--- config.mk ---
export PLATFORM = sky130hd
export DESIGN_NAME = cpu_sequencer
export DESIGN_NICKNAME = d
export VERILOG_FILES = /design/src/rtl/cpu_sequencer.sv
export SDC_FILE = /design/constraint.sdc
export NUM_CORES = 1
export LEC_CHECK = 0
export CAP_MARGIN = 10
export CORE_MARGIN = 2
export CORE_UTILIZATION = 32
export DETAILED_ROUTE_END_ITERATION = 6
export PLACE_DENSITY = 0.86
export SLEW_MARGIN = 40
export SYNTH_ARGS = -nofsm -noshare
export SYNTH_HDL_FRONTEND = slang
export SYNTH_SLANG_ARGS = --single-unit
--- constraint.sdc ---
create_clock -name CLK -period 2.2 [get_ports CLK]
set_clock_uncertainty 0.15 [all_clocks]
set_input_delay 0.33 -clock CLK [delete_from_list [all_inputs] [get_ports CLK]]
set_output_delay 0.33 -clock CLK [all_outputs]
set_load 0.01 [all_outputs]
--- src/rtl/cpu_sequencer.sv ---
`default_nettype none
// cpu_sequencer: FETCH/EXEC1/EXEC2 phase sequencer with single-step PAUSE and STP HALT.
// Define SEQ_PERF_CNT_EN to build the cycle/instruction performance counters.
module cpu_sequencer (
  input  logic        CLK,
  input  logic        RESET,
  input  logic        RUN,
  input  logic [3:0]  IR,
  input  logic        EXTRA,
  input  logic        MEM_READY,
  input  logic        STEP_MODE,
  input  logic        STEP,
  output logic        FETCH,
  output logic        EXEC1,
  output logic        EXEC2,
  output logic        IR_LOAD,
  output logic        HALTED,
  output logic [2:0]  STATE,
  output logic [15:0] CYCLE_CNT,
  output logic [15:0] INSTR_CNT
);

  localparam logic [3:0] OP_STP = 4'b0111;

  typedef enum logic [2:0] {
    S_IDLE  = 3'd0,
    S_FETCH = 3'd1,
    S_EXEC1 = 3'd2,
    S_EXEC2 = 3'd3,
    S_PAUSE = 3'd4,
    S_HALT  = 3'd5
  } state_t;

  state_t state;
  state_t state_nxt;
  state_t retire_tgt;
  logic   step_q;
  logic   step_rise;

  assign step_rise  = STEP & ~step_q;
  assign retire_tgt = STEP_MODE ? S_PAUSE : S_FETCH;

  // The STEP edge register tracks every cycle so a level held across PAUSE entry is not an edge.
  always_ff @(posedge CLK) begin
    if (RESET) begin
      state  <= S_IDLE;
      step_q <= 1'b0;
    end else begin
      state  <= state_nxt;
      step_q <= STEP;
    end
  end

  always_comb begin
    state_nxt = state;
    FETCH     = 1'b0;
    EXEC1     = 1'b0;
    EXEC2     = 1'b0;
    IR_LOAD   = 1'b0;
    HALTED    = 1'b0;
    case (state)
      S_IDLE: begin
        if (RUN) state_nxt = S_FETCH;
      end
      S_FETCH: begin
        FETCH = 1'b1;
        if (MEM_READY) begin
          IR_LOAD   = 1'b1;
          state_nxt = S_EXEC1;
        end
      end
      S_EXEC1: begin
        EXEC1 = 1'b1;
        if (IR == OP_STP)  state_nxt = S_HALT;
        else if (EXTRA)    state_nxt = S_EXEC2;
        else               state_nxt = retire_tgt;
      end
      S_EXEC2: begin
        EXEC2 = 1'b1;
        if (MEM_READY) state_nxt = retire_tgt;
      end
      S_PAUSE: begin
        if (step_rise || !STEP_MODE) state_nxt = S_FETCH;
      end
      S_HALT: begin
        HALTED = 1'b1;
      end
      default: state_nxt = S_IDLE;
    endcase
  end

  assign STATE = state;

`ifdef SEQ_PERF_CNT_EN
  logic [15:0] cycle_cnt;
  logic [15:0] instr_cnt;
  logic        active;
  logic        retire;

  assign active = (state == S_FETCH) || (state == S_EXEC1) ||
                  (state == S_EXEC2) || (state == S_PAUSE);
  // An instruction retires when EXEC1 leaves anywhere but EXEC2, or EXEC2 completes.
  assign retire = ((state == S_EXEC1) && (state_nxt != S_EXEC2)) ||
                  ((state == S_EXEC2) && MEM_READY);

  always_ff @(posedge CLK) begin
    if (RESET) begin
      cycle_cnt <= 16'd0;
      instr_cnt <= 16'd0;
    end else begin
      if (active && (cycle_cnt != 16'hFFFF)) cycle_cnt <= cycle_cnt + 16'd1;
      if (retire && (instr_cnt != 16'hFFFF)) instr_cnt <= instr_cnt + 16'd1;
    end
  end

  assign CYCLE_CNT = cycle_cnt;
  assign INSTR_CNT = instr_cnt;
`else
  assign CYCLE_CNT = 16'd0;
  assign INSTR_CNT = 16'd0;
`endif

endmodule
`default_nettype wire

# --- Word-level counts from Yosys, hierarchy flattened ---
# Index checks and enable logic that the tools add are counted.
word_totals:
  regBits: 4
  out_inout_bits: 40
op_classes:
  bitwise: 3
  n_mux: 14
  eq_ne: 10
  n_reduce_logical: 4
op_table:
  columns: ["cell", "n"]
  rows:
  - ["$mux 3", 7]
  - ["$pmux 3 s6", 1]
  - ["$ne 2x2->1 const B", 4]
  - ["$eq 3x2->1 const B", 2]
  - ["$eq 3x3->1 const B", 2]
  - ["$mux 1", 6]
  - ["$reduce_and 5->1", 1]
  - ["$eq 4x3->1 const B", 1]
  - ["$eq 3x1->1 const B", 1]
  - ["$logic_not 3->1", 1]
  - ["$not 1->1", 2]
  - ["$and 1x1->1", 1]
  - ["$logic_not 1->1", 1]
  - ["$logic_or 1x1->1", 1]

# --- Depth between registers and ports, before layout ---
logic_depth:
  ltp_word: 5
  depth_mapped: 4
  ltp_nobuf: 4

# --- Least setup slack after synthesis ---
# No wires, ideal clock.
synth_timing:
  path_kind: "register to output"
  from: "register state[0], in the netlist STATE[0]"
  to: "output port IR_LOAD"
  path_stages_with_launch: 4
  setup_slack_ns: 0.538
  t_arrival_ns: 1.182
  n_path_buf: 1
  required_time_ns: 1.720
  cell_sequence: "dfxtp_1 > clkbuf_2 > nor3b_1 > and2_1"
synth_between:
  elab_chain_cells: 2
synth_lines:
  columns: ["item", "line_no", "rtl"]
  rows:
  - ["start, declared", "34", "state_t state;"]
  - ["start signal, assigned", "49", "state <= state_nxt;"]
  - ["$eq 3x1->1", "61", "case (state)"]
  - ["$mux 1", "61", null]
  - ["end, declared", "16", "output logic IR_LOAD,"]
# Every way passes these cells.

# --- Worst setup path after layout ---
layout_timing:
  from: "register state[2], in the netlist STATE[2]"
  to: "output port HALTED"
layout_between:
  elab_chain_cells: 2
layout_lines:
  columns: ["item", "line_no", "rtl"]
  rows:
  - ["$eq 3x3->1", "61", null]
  - ["$mux 1", "61", null]
  - ["end, declared", "17", "output logic HALTED,"]
# Every way passes these cells.

==> run metrics <==
layout cell share with drive strength beyond 1 6.818%; TritonCTS clock tree done; FF-to-FF End STATE[2]$_SDFFE_PP0P_; Area contributors post-synth buf_4 (45%), dfxtp_1 (15%), and2_1 (3.5%); fin area roughly 630 um^2; Unique masters post-synth 25; Final Total Pwr 357.1 uW; Worst path top cell family by delay buffers and inverters; die area ~0.002 mm^2; CP bufs+invs 1; warnings from Yosys 0; Initial Util 34.89%; GRT Total Usage 10.95%; FF-to-FF setup slack around 700 ps; Critical Path Stages 3; hold path depth 1; RSZ-0062 raised after global routing no; routability cong. roughly 0.74; fmax 0.4709 GHz; Worst Hold Class reg2reg; clock root buffer clkbuf_4; worst setup slack after layout between 70 and 80 ps; Final HPWL DP roughly 820 um; TritonCTS Buffers 3; busiest grt layer met2; Mapped Area around 530 um^2; CP Cell Sequence and2b_1, and2_1, clkdlybuf4s50_1; IO Port Bufs 18; Core ar. ~0.0015 mm^2; Hold Vio Cnt, Final 0; Die Wd ~45 um; total grt overflow 0; Critical Path Slowest Stage Cell clkdlybuf4s50_1; Seq/Total Area, Yosys between 15 and 20%; post-route ant nets 0; power density over the cells around 560 mW/mm^2; Chip Height between 40 and 50 um; DR pass1 iterations 4; CP Capture Type output port; n_diodes 0; DRC viols 0; Rows 14; initial antenna violation count 0; Worst VDD drop between 0.1 and 0.15 mV; postcts setup bufs 0; met3 usage approximately 1.6%; setup TNS 0 ps; max_cap viols 0; flop and latch count out of synthesis 4; post-DR vias/cell roughly 4; final net count 101; Yosys top cell by area buf_4; largest net degree at the start of global routing 13; CP required roughly 1700 ps; most instantiated cells after synthesis buf_4 (32), dfxtp_1 (4), and2_1 (3), nand2b_1 (3), nor2b_1 (3); Clock transition at path regs roughly 40 ps; clock sinks 4; CTS resizes 0; Hold Path Sink STATE[1]$_SDFFE_PP0P_; Area Overhead vs Synth 19.06%; number of synthesized flops with an enable pin 0; Critical R2R Launch STATE[2]$_SDFFE_PP0P_; H-tree depth 1; Syn Inst Count 68; Worst path max stage delay 560 ps; number of global-route vias before repair roughly 370; Boundary Pins 51; clock buffer depth 2; worst reg2reg path depth 4; first-pass GRT wire length ~1.6 mm; Post-Layout Cell Count between 100 and 150; Vias between 400 and 500; min-delay src STATE[2]$_SDFFE_PP0P_; Syn Area/Cell slightly below 8 um^2; worst skew pair latency ~230 ps; Area after DPL between 600 and 700 um^2; Total Wirelength roughly 1 mm; clock period minus final worst setup slack between 2000 and 2500 ps; status finished, final reports clean; Place WS 213.4 ps; post-synthesis async set-or-reset flop share 0%; share of the synthesized area in the top cell type between 40% and 50%; leakage ~0.3 nW; grt met1 use between 10% and 20%; CP max FO 9; cell with the most instances after synthesis buf_4; critical path launch point type register; Crit Path Category reg2out; final worst-path cycle share 96.53%; max-slew violations 0; # setup viols final 0; crit path DAT 1640 ps; post-DR wirelength/cell 9.731 um; met2 GRT Util approximately 19%; Cell Count Post-Placement roughly 100; dominant synthesized flop cell dfxtp_1; Initial DRC Count 4; hold buffers post-CTS 0
## cell families after synthesis
family	after synthesis	synth area share (%)
buf+inv	33	46.12
flops	4	15.06
compound gates	9	10.82
simple gates	21	27.30
other cells	1	0.7052
## power by group
| part | internal [mW] | switching, mW | leakage, nW |
|---|---|---|---|
| Clock | 0.0611 | 0.0312 | 0.0138 |
| Combinational | 0.0860 | 0.0826 | 0.253 |
| Sequential | 0.0828 | 0.0133 | 0.0331 |
## registers in the layout, indices dropped and copies added (netlist names)
signal and flops:
STATE 3, step_q 1
## area by class of cell
class	count	area (um^2)
flip-flops and latches	4	80.08
clock buffers	3	22.52
fillers	170	890.9
well taps	16	20.02
repair buffers	19	187.7
multi-input cells	62	322.8
## stage by stage
step / utilization, % / hold WS (ps)
after floorplan: - / 249.5
after CTS: 41.54 / 473.6
after global routing: 41.54 / 523.6
final: 41.54 / 481.3
after global placement: 40.07 / 445.1
after detailed placement: 40.07 / 466.5
## cells in the final DEF (no fill, tap or decap), types with 2 or more instances in the layout
| cell type | n |
|---|---|
| nor2b_1 | 3 |
| nand2b_1 | 3 |
| or3_1 | 2 |
| clkbuf_4 | 3 |
| a21oi_1 | 2 |
| conb_1 | 32 |
| and2_1 | 3 |
| a31oi_1 | 2 |
| clkdlybuf4s50_1 | 18 |
| dfxtp_1 | 4 |
## layer usage
layer	share of wire, %	wire [um]
met5	0	0
met1	36	361
met4	1.1	11
met3	11	107
met2	53	532
## how the worst max path moves through the flow
| stage | startpoint | end |
|---|---|---|
| final | STATE[2]$_SDFFE_PP0P_ | HALTED |
| after global routing | STATE[2]$_SDFFE_PP0P_ | HALTED |
| after CTS | STATE[2]$_SDFFE_PP0P_ | HALTED |
| after detailed placement | MEM_READY | IR_LOAD |
| after global placement | MEM_READY | IR_LOAD |
| after floorplan | STATE[0]$_SDFFE_PP0P_ | IR_LOAD |
Note: power is estimated with default switching activity, not from simulation.
